--- src/rtl/tqvp_dlmiles_i2c_pkg.sv ---
// Shared definitions for the TinyQV I2C register front-end.
// Holds register addresses, IRQ bit indices, STATUS field positions,
// the IRQ vector width and the bus write-width decode helper.
package tqvp_dlmiles_i2c_pkg;

   // Register map (byte addresses on the 6-bit peripheral bus)
   localparam logic [5:0] ADDR_DATA       = 6'h00;
   localparam logic [5:0] ADDR_STATUS     = 6'h04;
   localparam logic [5:0] ADDR_IRQ_STATUS = 6'h08;
   localparam logic [5:0] ADDR_IRQ_ENABLE = 6'h0C;
   localparam logic [5:0] ADDR_CTRL       = 6'h10;

   // IRQ vector layout
   localparam int IRQ_W     = 6;
   localparam int IRQ_RXNE  = 0;
   localparam int IRQ_TXE   = 1;
   localparam int IRQ_NACK  = 2;
   localparam int IRQ_ARBL  = 3;
   localparam int IRQ_TXOVF = 4;
   localparam int IRQ_RXOVF = 5;

   // Only these bits are stored; RXNE/TXE are live FIFO levels.
   localparam logic [IRQ_W-1:0] IRQ_STICKY_MASK = 6'b111100;

   // STATUS field positions
   localparam int ST_TX_FULL    = 0;
   localparam int ST_RX_EMPTY   = 1;
   localparam int ST_ENG_BUSY   = 2;
   localparam int ST_RX_LVL_LSB = 4;
   localparam int ST_TX_LVL_LSB = 8;
   localparam int ST_LVL_W      = 4;

   // CTRL bits (self-clearing strobes)
   localparam int CTRL_FLUSH_TX = 0;
   localparam int CTRL_FLUSH_RX = 1;

   // data_write_n encoding used by TinyQV
   typedef enum logic [1:0] {
      ACC_BYTE = 2'b00,
      ACC_HALF = 2'b01,
      ACC_WORD = 2'b10,
      ACC_IDLE = 2'b11
   } access_e;

   // Byte-lane mask of the bytes a write of the given width covers.
   function automatic logic [31:0] write_mask(input logic [1:0] wr_n);
      logic [31:0] m;
      case (access_e'(wr_n))
         ACC_BYTE: m = 32'h0000_00FF;
         ACC_HALF: m = 32'h0000_FFFF;
         ACC_WORD: m = 32'hFFFF_FFFF;
         default:  m = 32'h0000_0000;
      endcase
      return m;
   endfunction

endpackage

--- src/rtl/tqvp_dlmiles_i2c_regif_if.sv ---
// TinyQV peripheral bus bundle between the CPU side (master) and the
// I2C register front-end (slave).
//   address       6-bit register address
//   data_in       32-bit write data
//   data_write_n  2'b11 idle, else write of byte/half/word
//   data_read_n   2'b11 idle, else a read access lasting exactly one cycle
//   data_out      read data, combinational from address and state
//   data_ready    always 1: every access completes in the cycle it is issued
// Handshake: there is no wait state. A write or read is accepted at the
// clock edge ending the cycle in which its _n strobe is not 2'b11; side
// effects (FIFO push/pop, W1C) happen at that edge exactly once.
interface tqvp_dlmiles_i2c_regif_if;
   logic [5:0]  address;
   logic [31:0] data_in;
   logic [1:0]  data_write_n;
   logic [1:0]  data_read_n;
   logic [31:0] data_out;
   logic        data_ready;

   modport master (
      output address, data_in, data_write_n, data_read_n,
      input  data_out, data_ready
   );

   modport slave (
      input  address, data_in, data_write_n, data_read_n,
      output data_out, data_ready
   );
endinterface

--- src/rtl/tqvp_dlmiles_i2c_fifo.sv ---
// Synchronous FIFO with flush, used for both TX commands and RX bytes.
//   flush_i      empties the FIFO at the next edge; beats push and pop
//   push_i/data  write request; accepted when not full or when a pop
//                with data happens in the same cycle
//   pop_i        read request; ignored when empty
//   head_o       oldest entry (undefined when empty)
//   full_o/empty_o/level_o  occupancy
//   ovf_o        push request dropped because the FIFO was full
module tqvp_dlmiles_i2c_fifo
   import tqvp_dlmiles_i2c_pkg::*;
#(
   parameter  int DEPTH = 4,
   parameter  int WIDTH = 8,
   localparam int PTR_W = $clog2(DEPTH),
   localparam int LVL_W = PTR_W + 1
) (
   input  logic             clk,
   input  logic             rst_n,
   input  logic             flush_i,
   input  logic             push_i,
   input  logic [WIDTH-1:0] push_data_i,
   input  logic             pop_i,
   output logic [WIDTH-1:0] head_o,
   output logic             full_o,
   output logic             empty_o,
   output logic [LVL_W-1:0] level_o,
   output logic             ovf_o
);

   logic [WIDTH-1:0] mem_q [DEPTH];
   logic [PTR_W-1:0] wr_ptr_q, wr_ptr_d;
   logic [PTR_W-1:0] rd_ptr_q, rd_ptr_d;
   logic [LVL_W-1:0] level_q, level_d;
   logic             do_push, do_pop;

   assign empty_o = (level_q == '0);
   assign full_o  = (level_q == LVL_W'(DEPTH));
   assign do_pop  = pop_i && !empty_o && !flush_i;
   // A full FIFO still accepts a push when the same edge frees a slot.
   assign do_push = push_i && (!full_o || do_pop) && !flush_i;
   assign ovf_o   = push_i && full_o && !do_pop && !flush_i;
   assign head_o  = mem_q[rd_ptr_q];
   assign level_o = level_q;

   always_comb begin
      wr_ptr_d = wr_ptr_q;
      rd_ptr_d = rd_ptr_q;
      level_d  = level_q;
      if (flush_i) begin
         wr_ptr_d = '0;
         rd_ptr_d = '0;
         level_d  = '0;
      end else begin
         // Pointers wrap naturally since DEPTH is a power of two.
         if (do_push) wr_ptr_d = wr_ptr_q + PTR_W'(1);
         if (do_pop)  rd_ptr_d = rd_ptr_q + PTR_W'(1);
         level_d = level_q + LVL_W'(do_push) - LVL_W'(do_pop);
      end
   end

   always_ff @(posedge clk or negedge rst_n) begin
      if (!rst_n) begin
         wr_ptr_q <= '0;
         rd_ptr_q <= '0;
         level_q  <= '0;
      end else begin
         wr_ptr_q <= wr_ptr_d;
         rd_ptr_q <= rd_ptr_d;
         level_q  <= level_d;
      end
   end

   // Storage needs no reset: level gates every observable use of it.
   always_ff @(posedge clk) begin
      if (do_push) mem_q[wr_ptr_q] <= push_data_i;
   end

endmodule

--- src/rtl/tqvp_dlmiles_i2c_regif.sv ---
// TinyQV bus front-end for the I2C peripheral: register file, TX command
// FIFO, RX data FIFO and maskable level interrupt.
//   clk, rst_n       peripheral clock, async active-low reset
//   bus              TinyQV peripheral bus (slave side)
//   user_interrupt   registered |(IRQ_STATUS & IRQ_ENABLE)
//   tx_valid/ready   TX FIFO head handshake to the byte engine
//   tx_data          {stop, start, payload}
//   rx_valid/rx_data engine byte strobe (no backpressure) and byte
//   eng_busy         engine busy level
//   eng_nack/arb_lost one-cycle event pulses
module tqvp_dlmiles_i2c_regif
   import tqvp_dlmiles_i2c_pkg::*;
#(
   parameter int TX_DEPTH = 4,
   parameter int RX_DEPTH = 4,
   parameter int DATA_W   = 8
) (
   input  logic                    clk,
   input  logic                    rst_n,
   tqvp_dlmiles_i2c_regif_if.slave bus,
   output logic                    user_interrupt,
   output logic                    tx_valid,
   input  logic                    tx_ready,
   output logic [DATA_W+1:0]       tx_data,
   input  logic                    rx_valid,
   input  logic [DATA_W-1:0]       rx_data,
   input  logic                    eng_busy,
   input  logic                    eng_nack,
   input  logic                    eng_arb_lost
);

   localparam int TX_LVL_W = $clog2(TX_DEPTH) + 1;
   localparam int RX_LVL_W = $clog2(RX_DEPTH) + 1;

   logic [31:0]         wdata;
   logic                wr_en, rd_en;
   logic                wr_data, wr_irq_st, wr_irq_en, wr_ctrl, rd_data;
   logic                flush_tx, flush_rx;
   logic                tx_full, tx_empty, tx_ovf;
   logic                rx_full, rx_empty, rx_ovf;
   logic [TX_LVL_W-1:0] tx_level;
   logic [RX_LVL_W-1:0] rx_level;
   logic [DATA_W-1:0]   rx_head;
   logic [IRQ_W-1:0]    sticky_q, sticky_d;
   logic [IRQ_W-1:0]    irq_en_q, irq_en_d;
   logic [IRQ_W-1:0]    irq_set, irq_clr, irq_status;
   logic                irq_q, irq_d;
   logic [31:0]         rd_val;
   logic                unused_bits;

   // Bytes outside the access width are treated as zero.
   assign wdata     = bus.data_in & write_mask(bus.data_write_n);
   assign wr_en     = (bus.data_write_n != 2'b11);
   assign rd_en     = (bus.data_read_n != 2'b11);
   assign wr_data   = wr_en && (bus.address == ADDR_DATA);
   assign wr_irq_st = wr_en && (bus.address == ADDR_IRQ_STATUS);
   assign wr_irq_en = wr_en && (bus.address == ADDR_IRQ_ENABLE);
   assign wr_ctrl   = wr_en && (bus.address == ADDR_CTRL);
   assign rd_data   = rd_en && (bus.address == ADDR_DATA);
   assign flush_tx  = wr_ctrl && wdata[CTRL_FLUSH_TX];
   assign flush_rx  = wr_ctrl && wdata[CTRL_FLUSH_RX];

   tqvp_dlmiles_i2c_fifo #(.DEPTH(TX_DEPTH), .WIDTH(DATA_W + 2)) u_tx_fifo (
      .clk        (clk),
      .rst_n      (rst_n),
      .flush_i    (flush_tx),
      .push_i     (wr_data),
      .push_data_i(wdata[DATA_W+1:0]),
      .pop_i      (tx_ready),
      .head_o     (tx_data),
      .full_o     (tx_full),
      .empty_o    (tx_empty),
      .level_o    (tx_level),
      .ovf_o      (tx_ovf)
   );

   tqvp_dlmiles_i2c_fifo #(.DEPTH(RX_DEPTH), .WIDTH(DATA_W)) u_rx_fifo (
      .clk        (clk),
      .rst_n      (rst_n),
      .flush_i    (flush_rx),
      .push_i     (rx_valid),
      .push_data_i(rx_data),
      .pop_i      (rd_data),
      .head_o     (rx_head),
      .full_o     (rx_full),
      .empty_o    (rx_empty),
      .level_o    (rx_level),
      .ovf_o      (rx_ovf)
   );

   assign tx_valid = !tx_empty;

   always_comb begin
      irq_set            = '0;
      irq_set[IRQ_NACK]  = eng_nack;
      irq_set[IRQ_ARBL]  = eng_arb_lost;
      irq_set[IRQ_TXOVF] = tx_ovf;
      irq_set[IRQ_RXOVF] = rx_ovf;
      irq_clr            = wr_irq_st ? wdata[IRQ_W-1:0] : '0;
      // Set after clear so a same-cycle event survives a W1C.
      sticky_d = ((sticky_q & ~irq_clr) | irq_set) & IRQ_STICKY_MASK;
      irq_en_d = wr_irq_en ? wdata[IRQ_W-1:0] : irq_en_q;
      irq_status           = sticky_q;
      irq_status[IRQ_RXNE] = !rx_empty;
      irq_status[IRQ_TXE]  = tx_empty;
      irq_d = |(irq_status & irq_en_q);
   end

   always_ff @(posedge clk or negedge rst_n) begin
      if (!rst_n) begin
         sticky_q <= '0;
         irq_en_q <= '0;
         irq_q    <= 1'b0;
      end else begin
         sticky_q <= sticky_d;
         irq_en_q <= irq_en_d;
         irq_q    <= irq_d;
      end
   end

   assign user_interrupt = irq_q;

   always_comb begin
      rd_val = '0;
      case (bus.address)
         ADDR_DATA: begin
            rd_val[DATA_W] = rx_empty;
            if (!rx_empty) rd_val[DATA_W-1:0] = rx_head;
         end
         ADDR_STATUS: begin
            rd_val[ST_TX_FULL]                     = tx_full;
            rd_val[ST_RX_EMPTY]                    = rx_empty;
            rd_val[ST_ENG_BUSY]                    = eng_busy;
            rd_val[ST_RX_LVL_LSB +: ST_LVL_W]      = ST_LVL_W'(rx_level);
            rd_val[ST_TX_LVL_LSB +: ST_LVL_W]      = ST_LVL_W'(tx_level);
         end
         ADDR_IRQ_STATUS: rd_val[IRQ_W-1:0] = irq_status;
         ADDR_IRQ_ENABLE: rd_val[IRQ_W-1:0] = irq_en_q;
         default:         rd_val = '0;
      endcase
   end

   assign bus.data_out   = rd_val;
   assign bus.data_ready = 1'b1;

   assign unused_bits = ^{wdata[31:DATA_W+2], rx_full};

endmodule

--- src/flat_wrapper.sv ---
// flat-port wrapper written by rule: the top's interface ports become plain ports
module tqvp_dlmiles_i2c_regif_flat import tqvp_dlmiles_i2c_pkg::*;
#(
   parameter int TX_DEPTH = 4,
   parameter int RX_DEPTH = 4,
   parameter int DATA_W   = 8
)
  (clk, rst_n, user_interrupt, tx_valid, tx_ready, tx_data, rx_valid, rx_data, eng_busy, eng_nack, eng_arb_lost, bus_address, bus_data_in, bus_data_write_n, bus_data_read_n, bus_data_out, bus_data_ready);
  tqvp_dlmiles_i2c_regif_if bus_i ();
  input  logic clk;
  input  logic rst_n;
  output logic user_interrupt;
  output logic tx_valid;
  input  logic tx_ready;
  output logic [DATA_W+1:0] tx_data;
  input  logic rx_valid;
  input  logic [DATA_W-1:0] rx_data;
  input  logic eng_busy;
  input  logic eng_nack;
  input  logic eng_arb_lost;
  input wire logic [$bits(bus_i.address)-1:0] bus_address;
  input wire logic [$bits(bus_i.data_in)-1:0] bus_data_in;
  input wire logic [$bits(bus_i.data_write_n)-1:0] bus_data_write_n;
  input wire logic [$bits(bus_i.data_read_n)-1:0] bus_data_read_n;
  output wire logic [$bits(bus_i.data_out)-1:0] bus_data_out;
  output wire logic [$bits(bus_i.data_ready)-1:0] bus_data_ready;
  assign bus_i.address = bus_address;
  assign bus_i.data_in = bus_data_in;
  assign bus_i.data_write_n = bus_data_write_n;
  assign bus_i.data_read_n = bus_data_read_n;
  assign bus_data_out = bus_i.data_out;
  assign bus_data_ready = bus_i.data_ready;
  tqvp_dlmiles_i2c_regif #(.TX_DEPTH(TX_DEPTH), .RX_DEPTH(RX_DEPTH), .DATA_W(DATA_W)) u_core (.clk(clk), .rst_n(rst_n), .bus(bus_i), .user_interrupt(user_interrupt), .tx_valid(tx_valid), .tx_ready(tx_ready), .tx_data(tx_data), .rx_valid(rx_valid), .rx_data(rx_data), .eng_busy(eng_busy), .eng_nack(eng_nack), .eng_arb_lost(eng_arb_lost));
endmodule
--- config.mk ---
export PLATFORM = sky130hd
export DESIGN_NAME = tqvp_dlmiles_i2c_regif_flat
export DESIGN_NICKNAME = d
export VERILOG_FILES = /design/src/rtl/tqvp_dlmiles_i2c_pkg.sv /design/src/rtl/tqvp_dlmiles_i2c_regif_if.sv /design/src/rtl/tqvp_dlmiles_i2c_fifo.sv /design/src/rtl/tqvp_dlmiles_i2c_regif.sv /design/src/flat_wrapper.sv
export SDC_FILE = /design/constraint.sdc
export NUM_CORES = 1
export LEC_CHECK = 0
export BUFFER_PORTS_ARGS = -buffer_cell sky130_fd_sc_hd__buf_2
export CORE_ASPECT_RATIO = 1.2
export CORE_MARGIN = 2
export CORE_UTILIZATION = 49
export DETAILED_ROUTE_END_ITERATION = 8
export HOLD_SLACK_MARGIN = 0.03
export PLACE_DENSITY = 0.76
export SLEW_MARGIN = 20
export SYNTH_ARGS = -nofsm -noshare
export SYNTH_HDL_FRONTEND = slang
export SYNTH_SLANG_ARGS = --single-unit
--- constraint.sdc ---
create_clock -name clk -period 2.6 [get_ports clk]
set_input_delay 0.13 -clock clk [delete_from_list [all_inputs] [get_ports clk]]
set_output_delay 0.13 -clock clk [all_outputs]
set_load 0.1 [all_outputs]
* Word level (Yosys, flattened, before mapping)
Memories as Yosys holds them, arrays and structs flattened.
Index checks and enable logic that the tools add are counted.
** Word-level totals
- Word-level logic and storage cells :: 96
- Memory bits (writable) :: 72
- Memories :: 2
- Flip-flop bits (word level) :: 25
- Input port bits :: 57
- Output and inout bits :: 45
** Memory list
- u_core.u_tx_fifo.mem_q :: words 4, width 10, read ports 1, clocked after memory_dff 0, wr ports 1, RTL line tqvp_dlmiles_i2c_fifo.sv:30 : logic [WIDTH-1:0] mem_q [DEPTH];
- u_core.u_rx_fifo.mem_q :: words 4, width 8, read ports 1, clocked after memory_dff 0, wr ports 1, RTL line tqvp_dlmiles_i2c_fifo.sv:30
** Cells by class
- Eq/ne operators :: 10
- Bitwise operators :: 5
- Reductions and logical operators :: 40
- Add/sub/neg operators :: 8
- Mux-type cells :: 22
** Operators by type and width (number)
- one-hot mux 10 bit (3 select lines) :: 1
- logical AND 1 bit :: 21
- 2-to-1 mux 2 bit :: 9
- AND 6 bit :: 2
- equality test 6 x 4 -> 1 bit, second input constant :: 2
- one-hot mux 3 bit (4 select lines) :: 1
- AND 10 bit :: 1
- adder 2 x 1 -> 2 bit, second input constant :: 4
- zero test 1 bit :: 8
- 2-to-1 mux 8 bit :: 1
- one-hot mux 2 bit (4 select lines) :: 1
- nonzero test 2 bit :: 4
- adder 3 x 1 -> 3 bit :: 2
- equality test 3 bit, second input constant :: 2
- equality test 6 x 3 -> 1 bit, second input constant :: 1
- equality test 6 x 5 -> 1 bit, second input constant :: 1
- zero test 3 bit :: 2
- zero test 6 bit :: 1
- 2-to-1 mux 3 bit :: 2
- 2-to-1 mux 6 bit :: 1
- NOT 6 bit :: 1
- bitwise OR 6 bit :: 1
- one-hot mux 3 bit (2 select lines) :: 1
- OR reduction 6 bit :: 1
- 8 further kinds :: 14

* Depth between registers and ports, before layout
Gate-level depths: netlist of the first run.
- Depth after elaboration :: 12
- Gate-level depth with buffers :: 13
- Mapped depth without buffers :: 13

* By module
A second synthesis of the first run with hierarchy kept.
** Unflattened totals
- Cell total of the unflattened synthesis :: 308
- Area total of the unflattened synthesis :: 4561.9 sq um
** Modules (own cells, without submodules)
- tqvp_dlmiles_i2c_fifo (u_core.u_tx_fifo) :: sequential area each 1376.3 sq um, times used 1, cells each 101, area an instance 1931.9 sq um
- tqvp_dlmiles_i2c_fifo (u_core.u_rx_fifo) :: sequential area each 1136.1 sq um, times used 1, cells each 90, area an instance 1634.1 sq um
- tqvp_dlmiles_i2c_regif :: sequential area each 275.3 sq um, times used 1, cells each 117, area an instance 996.0 sq um

* Least setup slack after synthesis of the first run
No wires, ideal clock.
- Path kind :: register -> register
- Start point :: register u_core.u_tx_fifo.level_q[1], in the netlist u_core.u_tx_fifo.level_o[1]
- End point :: register u_core.u_tx_fifo.level_q[2], in the netlist u_core.u_tx_fifo.level_o[2]
- Data arrival time :: 2.654 ns
- Buffers on the path :: 0
- Required time :: 2.472 ns
- Cell stages (with the launch flop) :: 13
- Library setup time :: 0.128 ns
- Period minus slack after synthesis :: 2.782 ns
- Setup slack :: -0.182 ns
- Cell sequence :: dfrtp_1 -> nor3_1 -> inv_1 -> nand2_1 -> nor2_1 -> ha_1 -> inv_1 -> ha_1 -> inv_1 -> fa_1 -> xor2_1 -> xnor2_1 -> nor2_1
** Between the ends
- Longest elaborated chain between the ends :: 10
- Elaborated cells between the ends (all ways) :: 12
- Those cells by class :: add/sub (2); eq/ne (1); mux (1); reduce/logical (8)
** RTL lines
- start: declaration :: RTL line tqvp_dlmiles_i2c_fifo.sv:33 : logic [LVL_W-1:0] level_q, level_d;
- start signal: assignment :: RTL line tqvp_dlmiles_i2c_fifo.sv:69 : level_q <= level_d;
- zero test 3 bit (*) :: RTL line tqvp_dlmiles_i2c_fifo.sv:36 : assign empty_o = (level_q == '0);
- zero test 1 bit (*)
- via tx_valid :: RTL line flat_wrapper.sv:13 : output logic tx_valid;
- logical AND 1 bit (*) (2 in series) :: RTL line tqvp_dlmiles_i2c_fifo.sv:38 : assign do_pop = pop_i && !empty_o && !flush_i;
- logical OR 1 bit :: RTL line tqvp_dlmiles_i2c_fifo.sv:40 : assign do_push = push_i && (!full_o || do_pop) && !flush_i;
- logical AND 1 bit (2 in series) :: RTL line tqvp_dlmiles_i2c_fifo.sv:40
- adder 3 x 1 -> 3 bit :: RTL line tqvp_dlmiles_i2c_fifo.sv:57 : level_d = level_q + LVL_W'(do_push) - LVL_W'(do_pop);
- subtractor 3 x 1 -> 3 bit (*) :: RTL line tqvp_dlmiles_i2c_fifo.sv:57
- 2-to-1 mux 3 bit (*) :: RTL line tqvp_dlmiles_i2c_fifo.sv:49 : if (flush_i) begin
- via u_core.u_tx_fifo.level_d[2] :: RTL line tqvp_dlmiles_i2c_fifo.sv:33
Mark *: on every way through the listed nets, which the timed path passes. The rest lies on a longest branch.
A chain may end at the register's enable or synchronous reset.

* Worst setup path after layout of the first run
- Start point :: register u_core.u_rx_fifo.level_q[0], in the netlist u_core.u_rx_fifo.level_o[0]
- End point :: register u_core.u_rx_fifo.level_q[2], in the netlist u_core.u_rx_fifo.level_o[2]
** Between the ends
- Longest elaborated chain between the ends :: 10
- Elaborated cells between the ends (all ways) :: 12
- Those cells by class :: add/sub (2); eq/ne (1); mux (1); reduce/logical (8)
** RTL lines (RTL line)
- start: declaration :: tqvp_dlmiles_i2c_fifo.sv:33
- start signal: assignment :: tqvp_dlmiles_i2c_fifo.sv:69
- zero test 3 bit :: tqvp_dlmiles_i2c_fifo.sv:36
- zero test 1 bit :: tqvp_dlmiles_i2c_fifo.sv:38
- logical AND 1 bit (2 in series) :: tqvp_dlmiles_i2c_fifo.sv:38
- logical OR 1 bit :: tqvp_dlmiles_i2c_fifo.sv:40
- logical AND 1 bit (2 in series) :: tqvp_dlmiles_i2c_fifo.sv:40
- adder 3 x 1 -> 3 bit :: tqvp_dlmiles_i2c_fifo.sv:57
- subtractor 3 x 1 -> 3 bit (*) :: tqvp_dlmiles_i2c_fifo.sv:57
- 2-to-1 mux 3 bit (*) :: tqvp_dlmiles_i2c_fifo.sv:49
- via u_core.u_rx_fifo.level_d[2] :: tqvp_dlmiles_i2c_fifo.sv:33
Marked as above.

==> impl_metrics.yaml, run 1 <==
route:
  drcViolationCount: 0
  via_per_inst: 5.201
  drt_iter0_markers: 127
  drtPass1Iterations: 4
  dr_total_vias: 2668
  routed_wl_mm: 8.701
  ant_nets: 0
  routedWlPerCell_um: 16.96
final_layout:
  mostFrequentLayoutCell: "edfxtp_1"
  drive_gt1_share_pct: 33.33
  diodes: 0
  area_growth_pct: 19.54
  final_area_um2: 5359
  fill_cells: 709
  layout_common_cells: "edfxtp_1 (72), buf_2 (57), buf_4 (24), dfrtp_1 (24), conb_1 (22)"
  final_core_util_pct: 59.64
  nets: 460
sta:
  setup_viol: 0
  clock_skew_ps: 6.307
  period_minus_slack_ps: 2596
  finalCritPeriodShare_pct: 99.84
  slew_headroom_pct: 54.93
  grt_setup_unrepaired: "yes"
  fin_hold_ws_ps: 48.30
  hold_violations: 0
  worst_slew_pin_slew_ps: 676.1
  maxSlewViolCount: 0
  timing.fmax_mhz: 385.2
synthesis:
  synthCells: 292
  synthArstFlopShare_pct: 25.77
  synth-edff-count: 72
  ys_ff_latch: 97
  synth_ff_type: "edfxtp_1"
  netlist_area_um2: 4483
  synth_cell_types: 49
  yosys_warnings: 0
  syn_area_per_cell_um2: 15.35
  ys_seq_area_share_pct: 62.18
grt:
  grt-ovfl-total: 0
  top_usage_layer: "met2"
  met1_usage_pct: 22.74
  grt_max_degree: 26
  grt_use_met3_pct: 3.179
  grt_pass1_wl_mm: 14.05
  antenna_found_initial: 0
  gr-usage-met2_pct: 34.39
  grt_usage_pct: 19.10
  grt_pass1_vias: 2774
floorplan:
  dieArea_um2: 9933
  rows: 38
  core_area_um2: 8986
  initial_core_util_pct: 49.89
  die_h_um: 108.8
  die_x_um: 91.32
  io_pins: 102
clock_tree:
  htreeDepth: 3
  clockBufferDepth: 2
  root_buffer: "clkbuf_8"
  cts_tree: "done"
  cts_sinks: 97
  clkTransAtPathRegs_ps: 90
  clk-insertion-delay-late_ps: 370
  cts_made_buffers: 9
placement:
  portBuffers: 57
  place_area_um2: 4945
  place_congestion: 0.8202
  dp_hpwl_mm: 6.143
power_and_ir_drop:
  p_int_mw: 3.113
  switching_power_mw: 2.169
  power.share.switching_pct: 41.07
  powerDensity_nw_per_um2: 985.6
  power_frac_seq_pct: 41.0
  p_comb_share_pct: 39.6
  p_leak_nw: 2.162
  clkPwrFrac_pct: 19.5
  irDropWorstVdd_mv: 0.4793
  power.total_mw: 5.282
worst_setup_path:
  start_kind: "flip-flop"
  path_max_fanout: 5
  setup.worst_path.end_class: "flip-flop"
  cp.required_ps: 2850
  worstSetupPathType: "flip-flop to flip-flop"
  cp.arrival_ps: 2850
run_status:
  status: "finished, final reports clean"
min_path:
  hold_path_class: "primary input to flip-flop"
flow_run:
  drv_cap: 0
[layout make-up]
type | instances | area [um^2] | area share [%]
Clock buffer | 10 | 137.6 | 2.568
Clock inverter | 6 | 72.57 | 1.354
Inverter | 13 | 48.80 | 0.9106
Multi-Input combinational cell | 171 | 1545 | 28.83
Sequential cell | 97 | 2789 | 52.04
Tap cell | 120 | 150.1 | 2.802
Timing Repair Buffer | 96 | 615.6 | 11.49
[layer usage]
| layer | wire length (um) | part of all wire (%) | up-vias |
|---|---|---|---|
| li1 | - | - | 1247 |
| met1 | 3573 | 41 | 1337 |
| met2 | 4564 | 52 | 70 |
| met3 | 365 | 4.2 | 14 |
| met4 | 198 | 2.3 | 0 |
| met5 | 0 | 0 | - |
[critical path, stage by stage, from the launching register on]
cell,delay [ps]
dfrtp_1,440
or3b_1,410
a31o_4,220
and3_4,180
inv_1,50
ha_1,210
inv_1,50
ha_1,130
inv_1,50
fa_2,330
xor2_1,150
xnor2_1,180
nor2_1,80
[stage by stage]
step                setup slack (ps)  TNS [ps]  cells
floorplan                      11.18         0    312
global placement              -42.36    -42.36    479
detailed placement            -101.9    -104.8    479
CTS                            3.924         0    510
global route                  -108.6    -108.6    513
finish                         4.142         0    513
[cells in the mapped netlist, drive strengths merged (2+ instances only)]
master	number	area share, %
a21o	2	0.33
a22o	2	0.39
a22oi	12	2.0
a31o	2	0.39
and2	14	2.0
and3	3	0.42
and4	2	0.39
buf	27	4.3
clkbuf	4	0.33
conb	2	0.17
dfrtp	25	14
edfxtp	72	48
fa	2	0.89
ha	13	3.6
inv	13	1.1
mux2	6	1.5
mux4	18	9.0
nand2	20	1.7
nand4	3	0.42
nor2	9	0.75
nor2b	10	1.4
nor3	2	0.22
nor3b	2	0.70
nor4	2	0.56
nor4b	2	0.73
or3	2	0.28
xnor2	2	0.39
xor2	4	0.78
[worst paths after layout]
check	startpoint	end	slack, ps	cells after the start
max	u_core.u_rx_fifo.level_o[0]	u_core.u_rx_fifo.level_o[2]	4	12
min	bus_data_in[4]	u_core.irq_en_q[4]	50	2
max reg2reg	u_core.u_rx_fifo.level_o[0]	u_core.u_rx_fifo.level_o[2]	4	12
min reg2reg	u_core.sticky_q[3]	u_core.sticky_q[3]	530	1
max in group asynchronous	rst_n	u_core.u_rx_fifo.rd_ptr_q[0]	1880	2
min in group asynchronous	rst_n	u_core.u_tx_fifo.wr_ptr_q[0]	290	2
[power groups by stage]
| stage | registers [mW] | clock network, mW | logic [mW] |
|---|---|---|---|
| 3_5_place_dp | 2.20 | 0 | 2.02 |
| 2_1_floorplan | 2.13 | 0 | 1.66 |
| 4_1_cts | 2.17 | 1.04 | 2.05 |
| 3_3_place_gp | 2.18 | 0 | 1.97 |
| 6_report | 2.16 | 1.03 | 2.09 |
| 5_1_grt | 2.20 | 1.10 | 2.23 |
[cell families after synthesis]
kind of cell / Yosys count / share of synthesized area, %
AOI/OAI and AO/OA: 28 / 5.108
xor gates and xnor gates: 6 / 1.172
adders and majority gates: 15 / 4.521
buffers and inverters: 44 / 5.693
DFF: 97 / 62.18
muxes: 25 / 10.77
other: 2 / 0.1675
and+or+nand+nor: 75 / 10.38
[repair_timing]
item / CTS / global route
gates resized for setup: 0 / 7
hold buffers: 15 / 0
buffers inserted: 0 / 3
setup endpoints to repair: 0 / 3
hold endpoints to repair: 63 / 0
[sequential cells by signal (all words and copies together), names as in the netlist]
name	flops
u_core.u_tx_fifo.wr_ptr_q	2
u_core.u_tx_fifo.level_o	3
u_core.u_rx_fifo.rd_ptr_q	2
u_core.irq_en_q	6
u_core.u_tx_fifo.rd_ptr_q	2
u_core.u_rx_fifo.level_o	3
u_core.u_tx_fifo.mem_q	40
u_core.user_interrupt	1
u_core.u_rx_fifo.mem_q	32
u_core.u_rx_fifo.wr_ptr_q	2
u_core.sticky_q	4
No activity file was read; power rests on OpenSTA's default activity.
==> run 2, diff against run 1 <==
--- a/config.mk
+++ b/config.mk
@@ -7,10 +7,10 @@
 export LEC_CHECK = 0
 export BUFFER_PORTS_ARGS = -buffer_cell sky130_fd_sc_hd__buf_2
 export CORE_ASPECT_RATIO = 1.2
-export CORE_MARGIN = 2
+export CORE_MARGIN = 1.5
 export CORE_UTILIZATION = 49
 export DETAILED_ROUTE_END_ITERATION = 8
-export HOLD_SLACK_MARGIN = 0.03
+export HOLD_SLACK_MARGIN = 0.06
 export PLACE_DENSITY = 0.76
 export SLEW_MARGIN = 20
 export SYNTH_ARGS = -nofsm -noshare
==> run 2 against run 1 <==
Sequential share of layout area is 0.58 points lower. Utilization grew 0.67 points. Non-clock buffer count increased by 5. Fmax is 1.6% higher. Wire length grew 0.20%. Cell count increased by 1.2%. Hold slack gained 84 ps. Critical endpoint unchanged. Clock-buffer cell count shrank 1. Worst setup slack improved by 41 ps. First-iteration DRC count is 7.9% lower. Largest cell class unchanged. Critical path type unchanged. Clock power shrank 11%.
==> impl_metrics.yaml, run 2 (synthesis gave the netlist of run 1 again) <==
clock_tree:
  htreeDepth: 3
  cts_tree: "done"
  cts_sinks: 97
  cts_made_buffers: 9
  clkTransAtPathRegs_ps: 100
  clk-insertion-delay-late_ps: 370
  clockBufferDepth: 2
  root_buffer: "clkbuf_8"
worst_setup_path:
  reg2reg_slack_ps: 40
  critPathSlowestCell: "dfrtp_1"
  r2r-start: "u_core.u_rx_fifo.level_o[1]"
  cp.arrival_ps: 2800
  r2r_cells: 12
  path_max_fanout: 4
  start_kind: "flip-flop"
  worstSetupPathType: "flip-flop to flip-flop"
  critPathTopFamily: "adder cells"
  crit_chain: "or3b_1 > a31o_2 > and3_4 > inv_2 > ha_4 > inv_2 > ha_4 > inv_2 > fa_2 > xor2_2 > xnor2_1 > nor2_1"
  cp.required_ps: 2850
  crit_top_cell: "inv_2"
  rr_endpoint: "u_core.u_rx_fifo.level_o[2]"
  cp_slowest_stage_delay_ps: 440
  setup.worst_path.end_class: "flip-flop"
  path_buf_inv: 3
route:
  dr_total_vias: 2700
  ant_nets: 0
  routed_wl_mm: 8.718
  drt_iter0_markers: 117
  via_per_inst: 5.202
  wl_met3_um: 490
  drtPass1Iterations: 4
  routedWlPerCell_um: 16.80
  routed-wl-met2_mm: 4.785
  drcViolationCount: 0
  wl_met1_mm: 3.335
  top_layer: "met4"
sta:
  timing.fmax_mhz: 391.4
  slew_headroom_pct: 54.29
  setup_viol: 0
  maxSlewViolCount: 0
  period_minus_slack_ps: 2555
  finalCritPeriodShare_pct: 98.28
  hold_violations: 0
  fin_hold_ws_ps: 132.1
  worst_slew_pin_slew_ps: 685.6
  clock_skew_ps: 13.85
run_status:
  status: "finished, final reports clean"
power_and_ir_drop:
  irDropWorstVdd_mv: 0.6399
  power.total_mw: 5.211
  powerDensity_nw_per_um2: 961.7
  p_leak_nw: 2.171
grt:
  grt_pass1_vias: 2692
  grt_pass1_wl_mm: 13.34
  grt_usage_pct: 18.51
  antenna_found_initial: 1
  grt-ovfl-total: 0
  grt_max_degree: 26
final_layout:
  top_register: "u_core.u_tx_fifo.mem_q"
  top_regs: "u_core.u_tx_fifo.mem_q x40, u_core.u_rx_fifo.mem_q x32, u_core.irq_en_q x6"
  drive_gt1_share_pct: 35.43
  layout_common_cells: "edfxtp_1 (72), buf_2 (57), buf_4 (26)"
  nets: 465
  mostFrequentLayoutCell: "edfxtp_1"
  fill_cells: 710
  largest_reg_flops: 40
  area_growth_pct: 20.88
floorplan:
  die_h_um: 107.8
  core_area_um2: 8986
  die_x_um: 90.32
  io_pins: 102
  initial_core_util_pct: 49.89
  dieArea_um2: 9734
  rows: 38
flow_run:
  drv_cap: 0
placement:
  dp_hpwl_mm: 6.105
  portBuffers: 57
  place_congestion: 0.7974
min_path:
  min_from: "bus_data_in[9]"
  whs_path_depth: 2
  min_to: "u_core.u_tx_fifo.mem_q[1][9]"
  hold_path_class: "primary input to flip-flop"
-- run 2: cell types whose count changed in the layout (fill, tap and decap cells not counted), moves of 2 or more --
| cell | previous run | this run |
|---|---|---|
| inv_1 | 12 | 9 |
| dlygate4sd3_1 | 15 | 18 |
| ha_1 | 13 | 11 |
| buf_4 | 24 | 26 |
| ha_4 | 0 | 2 |
| clkinv_4 | 0 | 2 |
| inv_6 | 4 | 2 |
| inv_2 | 1 | 4 |
-- run 2: power breakdown --
part	internal (mW)	total (mW)	switching (mW)
sequential	1.92	2.16	0.240
combinational	0.719	2.13	1.41
clock	0.364	0.921	0.557
-- run 2: worst register-to-register path, delay by kind of cell (launching register included) --
| family | cells | cell delay, ps |
|---|---|---|
| XOR/XNOR | 2 | 310 |
| AO/OA/AOI/OAI | 1 | 240 |
| buffers and inverters | 3 | 160 |
| adder cells (fa/ha/maj) | 3 | 700 |
| flip-flops | 1 | 440 |
| AND/OR/NAND/NOR | 3 | 620 |
-- run 2: stage by stage --
stage / cells / TNS, ps / utilization [%] / cell area [um^2] / worst slack (ps)
2_1_floorplan: 312 / 0 / - / 4558 / 11.18
3_3_place_gp: 481 / -68.76 / 55.19 / 4960 / -68.76
3_5_place_dp: 481 / -114.2 / 55.19 / 4960 / -102.3
4_1_cts: 515 / 0 / 59.26 / 5325 / 15.12
5_1_grt: 518 / -51.69 / 60.28 / 5416 / -51.69
6_report: 519 / 0 / 60.30 / 5419 / 44.79
-- run 2: routing by layer --
| metal | global-route usage (%) | vias to the layer above |
|---|---|---|
| met5 | 0 | - |
| met4 | 5.896 | 0 |
| met3 | 4.167 | 11 |
| met2 | 34.58 | 97 |
| met1 | 20.92 | 1342 |
| li1 | - | 1250 |
-- run 2: cell type report --
type,instances,area (um^2),share of cell area [%]
Sequential cell,97,2789,51.47
Multi-Input combinational cell,171,1583,29.21
Timing Repair Buffer,101,660.6,12.19
Tap cell,120,150.1,2.771
Clock buffer,9,123.9,2.286
Clock inverter,7,61.31,1.131
Inverter,13,48.80,0.9005
Antenna cell,1,2.502,0.04618
-- run 2: repair_timing --
action,CTS,global route
hold endpoints to repair,66,0
resized for setup,0,16
setup buffers,0,3
hold buffers,18,0
setup endpoints to repair,0,2
-- run 2: worst max-delay path by stage --
stage,from,to,slack [ps],cells past startpoint
floorplan,bus_address[1],bus_data_out[0],10,4
global placement,bus_data_write_n[0],u_core.u_rx_fifo.level_o[2],-70,15
detailed placement,bus_data_write_n[0],u_core.u_rx_fifo.level_o[2],-100,15
CTS,u_core.u_rx_fifo.level_o[1],u_core.u_rx_fifo.level_o[2],20,12
global route,u_core.u_rx_fifo.level_o[1],u_core.u_rx_fifo.level_o[2],-50,12
finish,u_core.u_rx_fifo.level_o[1],u_core.u_rx_fifo.level_o[2],40,12
==> run 3, diff against run 2 <==
--- a/config.mk
+++ b/config.mk
@@ -6,12 +6,16 @@
 export NUM_CORES = 1
 export LEC_CHECK = 0
 export BUFFER_PORTS_ARGS = -buffer_cell sky130_fd_sc_hd__buf_2
+export CELL_PAD_IN_SITES_DETAIL_PLACEMENT = 0
+export CELL_PAD_IN_SITES_GLOBAL_PLACEMENT = 1
 export CORE_ASPECT_RATIO = 1.2
 export CORE_MARGIN = 1.5
-export CORE_UTILIZATION = 49
+export CORE_UTILIZATION = 41
+export CTS_BUF_LIST = sky130_fd_sc_hd__clkbuf_8
+export CTS_CLUSTER_SIZE = 14
 export DETAILED_ROUTE_END_ITERATION = 8
 export HOLD_SLACK_MARGIN = 0.06
-export PLACE_DENSITY = 0.76
+export PLACE_DENSITY_LB_ADDON = 0.1
 export SLEW_MARGIN = 20
 export SYNTH_ARGS = -nofsm -noshare
 export SYNTH_HDL_FRONTEND = slang
==> run 3 against run 2 <==
The run now ends with negative setup slack left. Register-to-register slack got worse by 60 ps. Sequential power decreased by 2%. Combinational power increased by 3%. Non-clock buffer count increased by 8. Sequential share of layout area decreased by 0.85 points. Clock power increased by 7.3%. Global-route usage decreased by 2.0 points. Critical endpoint unchanged. Largest power group is now combinational logic.
==> impl_metrics.yaml, run 3 (synthesis gave the netlist of run 1 again) <==
sta:
  finalCritPeriodShare_pct: 100.6
  hold_violations: 0
  worst_slew_pin_slew_ps: 616.3
  slew_headroom_pct: 58.91
  timing.fmax_mhz: 382.5
  maxSlewViolCount: 0
  grt_setup_unrepaired: "yes"
  worst_slack_ps: -14.52
  period_minus_slack_ps: 2615
  setup_viol: 1
  clock_skew_ps: 15.33
route:
  via_per_inst: 4.933
  drt_iter0_markers: 107
  drcViolationCount: 0
  ant_nets: 0
  drtPass1Iterations: 4
  dr_total_vias: 2639
  routed_wl_mm: 9.080
  routedWlPerCell_um: 16.97
power_and_ir_drop:
  p_leak_nw: 2.221
  power.total_mw: 5.297
  powerDensity_nw_per_um2: 961.3
  irDropWorstVdd_mv: 0.4821
placement:
  place_congestion: 0.7638
  portBuffers: 57
  dp_hpwl_mm: 6.419
  dp_slack_ps: -37.07
grt:
  antenna_found_initial: 0
  grt_max_degree: 26
  grt_usage_pct: 16.54
  grt_pass1_vias: 2820
  grt_pass1_wl_mm: 14.45
  grt-ovfl-total: 0
clock_tree:
  root_buffer: "clkbuf_8"
  cts_made_buffers: 9
  cts_tree: "done"
  htreeDepth: 3
  clkTransAtPathRegs_ps: 110
  cts_sinks: 97
  clk-insertion-delay-late_ps: 370
  clockBufferDepth: 2
final_layout:
  fill_cells: 920
  top_register: "u_core.u_tx_fifo.mem_q"
  drive_gt1_share_pct: 35.71
  area_growth_pct: 22.91
  nets: 473
  final_core_util_pct: 52.14
  layout_common_cells: "edfxtp_1 (72), buf_2 (57), buf_4 (32)"
  largest_reg_flops: 40
  top_regs: "u_core.u_tx_fifo.mem_q x40, u_core.u_rx_fifo.mem_q x32, u_core.irq_en_q x6"
  mostFrequentLayoutCell: "edfxtp_1"
  diodes: 0
min_path:
  hold_path_class: "primary input to flip-flop"
run_status:
  violations: "negative setup slack"
  status: "complete, but fails checks"
worst_setup_path:
  start_kind: "flip-flop"
  cp.arrival_ps: 2870
  path_max_fanout: 5
  worstSetupPathType: "flip-flop to flip-flop"
  setup.worst_path.end_class: "flip-flop"
  cp.required_ps: 2860
floorplan:
  rows: 41
  io_pins: 102
  die_h_um: 117.5
  core_area_um2: 10570
  dieArea_um2: 11570
  initial_core_util_pct: 42.42
  die_x_um: 98.46
flow_run:
  drv_cap: 0
[run 3: cell count changes in the layout (fill, tap and decap cells not counted), sizes merged]
cell	previous run	this run
diode	1	0
dlygate4sd3	18	20
inv	16	18
clkinvlp	2	0
buf	83	89
[run 3: metal layers]
metal / global-route usage [%] / vias to the layer above / part of all wire, %
met3: 3.563 / 9 / 3.4
met1: 19.51 / 1306 / 41
li1: - / 1273 / -
met4: 5.546 / 0 / 1.1
met5: 0 / - / 0
met2: 29.62 / 51 / 54
[run 3: worst paths after layout]
path                                         startpoint                            to  slack [ps]  depth (start not counted)
max                         u_core.u_rx_fifo.level_o[0]   u_core.u_rx_fifo.level_o[2]         -10                         12
max in group asynchronous                         rst_n   u_core.u_rx_fifo.level_o[0]        1870                          2
min in group asynchronous                         rst_n         u_core.user_interrupt         290                          2
min                                      bus_data_in[9]  u_core.u_tx_fifo.mem_q[3][9]         150                          2
max reg2reg                 u_core.u_rx_fifo.level_o[0]   u_core.u_rx_fifo.level_o[2]         -10                         12
min reg2reg                u_core.u_tx_fifo.wr_ptr_q[0]  u_core.u_tx_fifo.wr_ptr_q[0]         530                          1
[run 3: stage by stage]
stage / TNS, ps / hold slack, ps / instance area [um^2] / std cells
floorplan: 0 / -165.6 / 4558 / 312
global placement: -25.71 / 188.6 / 5009 / 495
detailed placement: -37.07 / 186.2 / 5009 / 495
CTS: 0 / 118.3 / 5411 / 531
global route: -138.3 / 144.7 / 5510 / 535
finish: -14.52 / 145.2 / 5510 / 535
[run 3: what timing repair did]
item                                    in CTS  in global routing
endpoints found under the hold margin       67                  0
resized for setup                            0                 15
hold buffers                                20                  0
setup buffers                                0                  4
endpoints found under the setup margin       0                  2
[run 3: cell type report]
cell class / count / area, um^2 / area share [%]
Clock buffer: 9 / 123.9 / 2.248
Clock inverter: 7 / 78.83 / 1.431
Inverter: 13 / 51.30 / 0.9310
Multi-Input combinational cell: 171 / 1580 / 28.68
Sequential cell: 97 / 2789 / 50.61
Tap cell: 129 / 161.4 / 2.929
Timing Repair Buffer: 109 / 725.7 / 13.17
[run 3: where the power goes]
part / total, mW / internal [mW] / switching, mW / leakage (nW)
clock network: 0.988 / 0.388 / 0.600 / 0.104
logic: 2.19 / 0.743 / 1.44 / 1.17
registers: 2.12 / 1.92 / 0.203 / 0.950
total: 5.30 / 3.05 / 2.25 / 2.22
[run 3: critical path, cell delays in order, from the launching register on]
cell and delay (ps):
dfrtp_2 450, or3b_1 380, a31o_2 240, and3_4 190, inv_2 60, ha_4 200, inv_4 50, ha_4 120
inv_2 30, fa_2 390, xor2_2 150, xnor2_1 170, nor2_1 60
